### src/rtl/pacman_pkg.sv
// Shared Pac-Man definitions: game state encoding, fruit boxes and fruit bit indices.
package pacman_pkg;

  typedef enum logic [1:0] {
    StPlay,
    StDying,
    StGameOver,
    StWin
  } game_state_t;

  // Fruit bit positions in the fruits vector
  localparam int unsigned FruitApple  = 0;
  localparam int unsigned FruitPeas   = 1;
  localparam int unsigned FruitGrapes = 2;
  localparam int unsigned FruitDrink  = 3;
  localparam int unsigned NumFruits   = 4;

  // Fruit boxes, inclusive bounds in screen pixels
  localparam logic [9:0] AppleXMin  = 10'd12;
  localparam logic [9:0] AppleXMax  = 10'd38;
  localparam logic [9:0] AppleYMin  = 10'd10;
  localparam logic [9:0] AppleYMax  = 10'd35;
  localparam logic [9:0] PeasXMin   = 10'd372;
  localparam logic [9:0] PeasXMax   = 10'd396;
  localparam logic [9:0] PeasYMin   = 10'd10;
  localparam logic [9:0] PeasYMax   = 10'd34;
  localparam logic [9:0] GrapesXMin = 10'd12;
  localparam logic [9:0] GrapesXMax = 10'd38;
  localparam logic [9:0] GrapesYMin = 10'd414;
  localparam logic [9:0] GrapesYMax = 10'd439;
  localparam logic [9:0] DrinkXMin  = 10'd370;
  localparam logic [9:0] DrinkXMax  = 10'd396;
  localparam logic [9:0] DrinkYMin  = 10'd413;
  localparam logic [9:0] DrinkYMax  = 10'd439;

  function automatic logic in_box(input logic [9:0] x, input logic [9:0] y,
                                  input logic [9:0] x_min, input logic [9:0] x_max,
                                  input logic [9:0] y_min, input logic [9:0] y_max);
    return (x >= x_min) && (x <= x_max) && (y >= y_min) && (y <= y_max);
  endfunction

endpackage

### src/rtl/popcount32.sv
// Combinational population count of a 32-bit vector.
module popcount32 (
  input  logic [31:0] bits,
  output logic [5:0]  count
);

  // Sum of all set bits
  always_comb begin
    count = '0;
    for (int i = 0; i < 32; i++) begin
      count = count + 6'(bits[i]);
    end
  end

endmodule

### src/rtl/game_status.sv
// Game bookkeeping: score, lives, fruits and the play/dying/game-over/win state machine.
module game_status
  import pacman_pkg::*;
#(
  parameter int unsigned START_LIVES  = 3,
  parameter int unsigned DEATH_FRAMES = 120,
  parameter int unsigned DOT_POINTS   = 1,
  parameter int unsigned FRUIT_POINTS = 10,
  parameter int unsigned SCORE_MAX    = 999
) (
  input  logic        Clk,
  input  logic        Reset_n,
  input  logic        frame_tick,
  input  logic [9:0]  BallX,
  input  logic [9:0]  BallY,
  input  logic [9:0]  Ball_size,
  input  logic [9:0]  redghostX,
  input  logic [9:0]  redghostY,
  input  logic [9:0]  redghost_size,
  input  logic [31:0] dots_left,
  output logic [9:0]  score,
  output logic [7:0]  lives,
  output logic [3:0]  fruits,
  output logic        freeze,
  output logic        respawn,
  output logic        game_over,
  output logic        win
);

  localparam int unsigned CntW = $clog2(DEATH_FRAMES + 1);

  game_state_t     state_q, state_d;
  logic [9:0]      score_q, score_d;
  logic [7:0]      lives_q, lives_d;
  logic [3:0]      fruits_q, fruits_d;
  logic [CntW-1:0] cnt_q, cnt_d;
  logic [31:0]     dots_prev_q;
  logic            respawn_q, respawn_d;
  logic            freeze_q, game_over_q, win_q;

  logic [31:0]        new_dots;
  logic [5:0]         new_cnt;
  logic [NumFruits-1:0] fruit_in, fruit_hit;
  logic signed [10:0] dx, dy;
  logic signed [21:0] dx_w, dy_w;
  logic [21:0]        dx2, dy2, rsq;
  logic [10:0]        rsum;
  logic [22:0]        dist2;
  logic               ghost_hit;
  logic               play_tick;
  logic [15:0]        add;
  logic [16:0]        sum;

  assign new_dots = dots_left & ~dots_prev_q;

  popcount32 u_popcount32 (
    .bits  (new_dots),
    .count (new_cnt)
  );

  assign play_tick = frame_tick && (state_q == StPlay);

  assign fruit_in[FruitApple]  = in_box(BallX, BallY, AppleXMin, AppleXMax, AppleYMin, AppleYMax);
  assign fruit_in[FruitPeas]   = in_box(BallX, BallY, PeasXMin, PeasXMax, PeasYMin, PeasYMax);
  assign fruit_in[FruitGrapes] = in_box(BallX, BallY, GrapesXMin, GrapesXMax, GrapesYMin,
                                        GrapesYMax);
  assign fruit_in[FruitDrink]  = in_box(BallX, BallY, DrinkXMin, DrinkXMax, DrinkYMin, DrinkYMax);
  assign fruit_hit = play_tick ? (fruit_in & ~fruits_q) : '0;

  // Circle overlap: squared centre distance against squared radius sum, no overflow
  assign dx    = $signed({1'b0, BallX}) - $signed({1'b0, redghostX});
  assign dy    = $signed({1'b0, BallY}) - $signed({1'b0, redghostY});
  assign dx_w  = 22'(dx);
  assign dy_w  = 22'(dy);
  assign dx2   = unsigned'(dx_w * dx_w);
  assign dy2   = unsigned'(dy_w * dy_w);
  assign dist2 = {1'b0, dx2} + {1'b0, dy2};
  assign rsum  = {1'b0, Ball_size} + {1'b0, redghost_size};
  assign rsq   = 22'(rsum) * 22'(rsum);
  assign ghost_hit = dist2 < {1'b0, rsq};

  // Dot and fruit points summed before a single saturation
  always_comb begin
    add = 16'(new_cnt) * 16'(DOT_POINTS);
    for (int i = 0; i < NumFruits; i++) begin
      if (fruit_hit[i]) add = add + 16'(FRUIT_POINTS);
    end
    sum = 17'(score_q) + 17'(add);
  end

  // Next-state logic for the game FSM and its bookkeeping
  always_comb begin
    state_d   = state_q;
    score_d   = score_q;
    lives_d   = lives_q;
    fruits_d  = fruits_q;
    cnt_d     = cnt_q;
    respawn_d = 1'b0;
    unique case (state_q)
      StPlay: begin
        score_d  = (sum > 17'(SCORE_MAX)) ? 10'(SCORE_MAX) : sum[9:0];
        fruits_d = fruits_q | fruit_hit;
        if (frame_tick) begin
          if (&dots_left) begin
            state_d = StWin;
          end else if (ghost_hit) begin
            state_d = StDying;
            lives_d = (lives_q == 8'd0) ? 8'd0 : lives_q - 8'd1;
            cnt_d   = CntW'(DEATH_FRAMES);
          end
        end
      end
      StDying: begin
        if (frame_tick) begin
          cnt_d = (cnt_q == '0) ? '0 : cnt_q - 1'b1;
          // Last tick of the dying animation
          if (cnt_q <= CntW'(1)) begin
            if (lives_q == 8'd0) begin
              state_d = StGameOver;
            end else begin
              state_d   = StPlay;
              respawn_d = 1'b1;
            end
          end
        end
      end
      default: ;
    endcase
  end

  // State and registered outputs
  always_ff @(posedge Clk or negedge Reset_n) begin
    if (!Reset_n) begin
      state_q     <= StPlay;
      score_q     <= '0;
      lives_q     <= 8'(START_LIVES);
      fruits_q    <= '0;
      cnt_q       <= '0;
      dots_prev_q <= '0;
      respawn_q   <= 1'b0;
      freeze_q    <= 1'b0;
      game_over_q <= 1'b0;
      win_q       <= 1'b0;
    end else begin
      state_q     <= state_d;
      score_q     <= score_d;
      lives_q     <= lives_d;
      fruits_q    <= fruits_d;
      cnt_q       <= cnt_d;
      dots_prev_q <= dots_left;
      respawn_q   <= respawn_d;
      freeze_q    <= (state_d != StPlay);
      game_over_q <= (state_d == StGameOver);
      win_q       <= (state_d == StWin);
    end
  end

  assign score     = score_q;
  assign lives     = lives_q;
  assign fruits    = fruits_q;
  assign freeze    = freeze_q;
  assign respawn   = respawn_q;
  assign game_over = game_over_q;
  assign win       = win_q;

endmodule

### config.mk
export PLATFORM = sky130hd
export DESIGN_NAME = game_status
export DESIGN_NICKNAME = d
export VERILOG_FILES = /design/src/rtl/pacman_pkg.sv /design/src/rtl/popcount32.sv /design/src/rtl/game_status.sv
export SDC_FILE = /design/constraint.sdc
export NUM_CORES = 1
export LEC_CHECK = 0
export BUFFER_PORTS_ARGS = -buffer_cell sky130_fd_sc_hd__buf_2
export CAP_MARGIN = 20
export CELL_PAD_IN_SITES_DETAIL_PLACEMENT = 1
export CELL_PAD_IN_SITES_GLOBAL_PLACEMENT = 1
export CORE_ASPECT_RATIO = 0.75
export CORE_MARGIN = 2
export CORE_UTILIZATION = 53
export DETAILED_ROUTE_END_ITERATION = 8
export PLACE_DENSITY = 0.93
export SLEW_MARGIN = 20
export SYNTH_ARGS = -nofsm -noshare
export SYNTH_HDL_FRONTEND = slang
export SYNTH_SLANG_ARGS = --single-unit
### constraint.sdc
create_clock -name Clk -period 13.2 [get_ports Clk]
set_input_delay 3.96 -clock Clk [delete_from_list [all_inputs] [get_ports Clk]]
set_output_delay 3.96 -clock Clk [all_outputs]
set_load 0.05 [all_outputs]
==> reports/results.tsv, run 1 <==
stage	metric	value	unit
placed_design	post-DP HPWL	60200	um
synth	Yosys Warn Count	0	
synth	mean post-synth cell area	8.77	sq um
synth	Yosys cell types	86	
global_routing	GRT Residual Overflow	6	
synth	Yosys top cell area share	32.6	%
floorplan	Die Wd	220	um
synth	register area share after synthesis	9.04	%
floorplan	Std-Cell Rows	59	
run_status	status	stopped before the end	
synth	number of synthesized register bits	67	
global_routing	largest net degree at the start of global routing	68	
global_routing	global-route wire length before repair	204000	um
placed_design	Port-buffer cells	120	
run_status	tool error	[ERROR GRT-0116] Global routing finished with congestion. Check the congestion regions in the DRC Viewer.	
global_routing	All-Layer GR Usage	79.5	%
run_status	Halt Stage	global routing	
placed_design	pre-CTS setup slack	-1.21	ns
synth	top cells by area, synth	fa_1 (33%), ha_1 (16%), inv_1 (10%)	
synth	leading area contributor after synthesis	fa_1	
synth	Post-Syn Instances	2117	
synth	Cell Area, Synth	18600	sq um
floorplan	Die Y	166	um
synth	EDFF count, synth	0	
global_routing	number of global-route vias before repair	26700	
placed_design	Inst Count DP	2910	
floorplan	I/O pin cnt	121	
clock_tree	Hold-fix buffers, CTS	0	
clock_tree	Inserted Clock Buffers	9	
floorplan	Initial Util	53.6	%
clock_tree	H-tree lvl count	3	
placed_design	GP Congestion	0.926	
clock_tree	clock buffer depth	2	
synth	Most used DFF post-synth	dfrtp_1	
synth	ys async rst share	100	%
clock_tree	Root Driver	clkbuf_16	
clock_tree	CTS sink cnt	67	
==> kinds of logic after synthesis <==
family                   synth area share [%]
AND/OR/NAND/NOR                          14.5
adder cells (fa/ha/maj)                  48.5
buffers and inverters                    10.8
AO/OA/AOI/OAI                            10.3
XOR/XNOR                                 5.94
flip-flops                               9.04
multiplexers                            0.863
other                                  0.0202
==> metrics by stage <==
| step | util, % | hold slack (ns) | cell area, sq um | TNS (ns) |
|---|---|---|---|---|
| 2_1_floorplan | - | 0.469 | 18800 | -0.0561 |
| 3_3_place_gp | 62.4 | 0.492 | 21600 | -2.20 |
| 3_5_place_dp | 62.4 | 0.518 | 21600 | -21.59 |
| 4_1_cts | 66.1 | 0.553 | 22900 | -7.83 |
==> per-layer routing <==
layer	global-route usage, %	GRT overflow
met1	78.4	0
met2	90.3	2
met3	73.8	0
met4	74.6	4
met5	48.9	0
==> Yosys cell counts (4+ instances only) <==
cell,count
inv_1,505
fa_1,302
ha_1,236
nand2_1,148
nor2_1,148
a21oi_1,96
xnor2_1,94
dfrtp_1,65
o21ai_0,49
nand2b_1,41
and2_1,39
nor2b_1,38
a21o_1,35
xor2_1,32
nor3_1,26
clkbuf_1,20
nand3_1,13
nand4_1,13
or3_1,13
o21a_1,12
o21ai_1,12
o21bai_1,11
or2_2,11
a211oi_1,10
and3_1,10
nor4_1,10
mux2_2,9
o31ai_1,8
a31oi_1,7
o22a_1,7
a21boi_0,6
or4_1,5
a31o_2,4
and4_1,4
clkinv_1,4
nor4b_1,4
o211ai_1,4
==> what timing repair did <==
action | CTS
endpoints found under the hold margin | 0
pin swaps | 92
buffers inserted | 33
gates resized for setup | 187
endpoints found under the setup margin | 28
==> inputs of run 2 (changes only) <==
CELL_PAD_IN_SITES_DETAIL_PLACEMENT = default   (was 1)
CELL_PAD_IN_SITES_GLOBAL_PLACEMENT = default   (was 1)
CORE_ASPECT_RATIO = default   (was 0.75)
CORE_UTILIZATION = 40   (was 53)
PLACE_DENSITY = default   (was 0.93)
PLACE_DENSITY_LB_ADDON = 0.15   (was default)
==> run 2 against run 1 <==
Net effect:
- synthesized cell count did not move
- the run now ends clean
- synthesized area is the same
==> reports/results.tsv, run 2 <==
stage	metric	value	unit	change
global_routing	GRT Residual Overflow	0		
worst_setup_path	R2R setup slack	3.99	ns	
synth	xor/xnor share of the synthesized area	5.94	%	unchanged
sta	pins over their slew limit	0		
placed_design	GP Congestion	0.850		was 0.926
cells_and_area	Largest register FFs	32		
cells_and_area	synthesis-to-finish area growth	24.6	%	
synth	Yosys cell types	86		unchanged
worst_setup_path	Crit path top cell by count	a21oi_2		
route	1st-iter DRT viols	582		
sta	RSZ-0062 raised after global routing	true		
clock_tree	Inserted Clock Buffers	9		unchanged
cells_and_area	Final Net Count	3162		
synth	mux cell area share after synthesis	0.863	%	unchanged
synth	top cells by count, synth	inv_1 (505), fa_1 (302), ha_1 (236)		unchanged
synth	most repeated cell in the gate-level netlist after synthesis	inv_1		unchanged
synth	ys async rst share	100	%	unchanged
clock_tree	clock buffer depth	2		unchanged
synth	Post-Syn Instances	2117		unchanged
synth	simple-gate portion of the synthesized area	14.5	%	unchanged
synth	Yosys top cell area share	32.6	%	unchanged
synth	EDFF count, synth	0		unchanged
worst_setup_path	Reg-to-Reg Start	dots_prev_q[0]		
worst_setup_path	worst-case reg-to-reg path depth	35		
floorplan	core area	45600	sq um	
worst_setup_path	nature of the critical path startpoint	input pin		
clock_tree	H-tree lvl count	3		unchanged
sta	post-route clock period utilization	99.4	%	
worst_setup_path	Worst Setup EP	lives[4]		
clock_tree	Root Driver	clkbuf_16		unchanged
synth	Synth Area in Compound Gates	10.3	%	unchanged
global_routing	global-route wire length before repair	75000	um	
synth	adder-cell share of the synthesized area	48.5	%	unchanged
worst_setup_path	CP endpoint kind	register		
floorplan	Initial Util	40.7	%	was 53.6%
worst_setup_path	CP arrival	13.34	ns	
synth	register area share after synthesis	9.04	%	unchanged
worst_setup_path	WP data required	13.42	ns	
route	via count	15000		
route	WL final	44000	um	
worst_hold_path	class of the worst hold path	reg -> reg		
cells_and_area	commonest non-fill, non-tap cells in the layout	inv_1 (487), fa_1 (298), buf_4 (291), ha_1 (218), nor2_1 (145)		
route	DRC viols	0		
worst_setup_path	CP max FO	8		
synth	top cells by area, synth	fa_1 (33%), ha_1 (16%), inv_1 (10%)		unchanged
run_status	status	finished clean		was stopped before the end
worst_setup_path	max incr delay on CP	0.58	ns	
sta	worst setup margin	0.0840	ns	
sta	Tightest Pin Transition	0.935	ns	
clock_tree	Clk Latency, worst-skew pair	0.33	ns	
placed_design	post-DP HPWL	38800	um	was 60200 um
synth	largest family of logic cells by synthesized area	adder cells		unchanged
placed_design	Port-buffer cells	120		unchanged
floorplan	Std-Cell Rows	78		was 59
floorplan	Die Area	48200	sq um	
cells_and_area	most common cell after layout, fill and taps aside	inv_1		
clock_tree	CTS tree	done		
floorplan	Die Wd	219	um	was 220 um
clock_tree	clk slew on worst S/H paths	0.06	ns	
worst_setup_path	CP max stage cell	fa_1		
job	max-cap check violation count	0		
cells_and_area	area occupied by multi-input gates	15500	sq um	
sta	clock skew	0.00606	ns	
synth	Most used DFF post-synth	dfrtp_1		unchanged
route	Antenna Nets Post-Route	0		
global_routing	largest net degree at the start of global routing	68		
floorplan	I/O pin cnt	121		unchanged
synth	Cell Area, Synth	18600	sq um	unchanged
route	via/cell ratio	4.80		
synth	leading area contributor after synthesis	fa_1		unchanged
cells_and_area	FF+latch area	1680	sq um	
sta	Setup violations, final	0		
placed_design	pre-CTS setup slack	-0.638	ns	was -1.21 ns
clock_tree	CTS sink cnt	67		unchanged
global_routing	initial antenna violation count	0		
synth	Yosys Warn Count	0		unchanged
sta	fmax	76.2	MHz	
sta	Tmin final	13.12	ns	
worst_setup_path	Worst Setup SP	BallX[0]		
synth	number of synthesized register bits	67		unchanged
cells_and_area	# fillers	4309		
worst_setup_path	crit path kind	in -> reg		
cells_and_area	Most flops, register	dots_prev_q		
clock_tree	Hold-fix buffers, CTS	0		unchanged
worst_setup_path	reg2reg end	score[3]		
sta	Fin. Hold Viols	0		
global_routing	All-Layer GR Usage	19.1	%	
synth	mean post-synth cell area	8.77	sq um	unchanged
cells_and_area	Antenna Cells	0		
sta	Slew headroom	37.2	%	
route	Pre-antenna DRT Iters	5		
cells_and_area	layout cells sized above 1	24.4	%	
global_routing	number of global-route vias before repair	16000		
floorplan	Die Y	219	um	was 166 um
route	WL per Instance	14.1	um	
run 2: cell counts after synthesis:
No cell type changed its count.
run 2: cell type report:
| cell class | instances | share of cell area, % |
|---|---|---|
| Timing Repair Buffer | 422 | 12.7 |
| Sequential cell | 67 | 7.26 |
| Tap cell | 600 | 3.25 |
| Multi-Input combinational cell | 1518 | 67.1 |
| Clock buffer | 9 | 0.974 |
| Clock inverter | 7 | 0.330 |
| Inverter | 511 | 8.37 |
run 2: per-stage QoR:
stage / util, % / area (sq um) / setup TNS (ns) / hold WS (ns) / instances
after floorplan: - / 18800 / -0.0561 / 0.469 / 2119
after global placement: 48.5 / 22100 / -3.43 / 0.492 / 3096
after detailed placement: 48.5 / 22100 / -4.82 / 0.500 / 3096
after CTS: 49.9 / 22700 / 0 / 0.514 / 3123
after global routing: 50.7 / 23100 / -1.77 / 0.537 / 3134
final: 50.7 / 23100 / 0 / 0.515 / 3134
run 2: worst min-delay path by stage:
stage,cells past startpoint,endpoint,startpoint,slack [ns]
after floorplan,1,cnt_q[5],cnt_q[5],0.47
after global placement,1,cnt_q[1],cnt_q[1],0.49
after detailed placement,1,cnt_q[1],cnt_q[1],0.50
after CTS,1,cnt_q[1],cnt_q[1],0.51
after global routing,1,cnt_q[1],cnt_q[1],0.54
final,1,cnt_q[1],cnt_q[1],0.52
run 2: logic make-up after synthesis:
| kind of cell | Yosys count |
|---|---|
| adder cells (fa/ha/maj) | 538 |
| other | 1 |
| XOR/XNOR | 126 |
| flip-flops | 67 |
| buffers and inverters | 534 |
| multiplexers | 14 |
| AO/OA/AOI/OAI | 295 |
| AND/OR/NAND/NOR | 542 |
run 2: layer usage:
metal	wire, um	GRT usage (%)	vias up
met4	825	4.28	0
met1	19600	24.5	7336
met5	0	0	-
li1	-	-	7457
met2	22300	34.6	199
met3	1320	1.65	36
run 2: worst max-delay path, delay by kind of cell:
family / cells / cell delay [ns]
buffers and inverters: 9 / 0.76
multiplexers: 1 / 0.31
AO/OA/AOI/OAI: 16 / 2.71
adder cells (fa/ha/maj): 10 / 3.48
XOR/XNOR: 3 / 0.41
AND/OR/NAND/NOR: 7 / 1.65
run 2: what timing repair did:
item / in CTS / in global routing
pin swaps: 64 / 86
buffers inserted: 11 / 11
setup endpoints to repair: 6 / 19
gates resized for setup: 53 / 81
Power of run 2 is not shown: default switching activity piles up to over one toggle a cycle in this logic, so the estimate is an artifact.
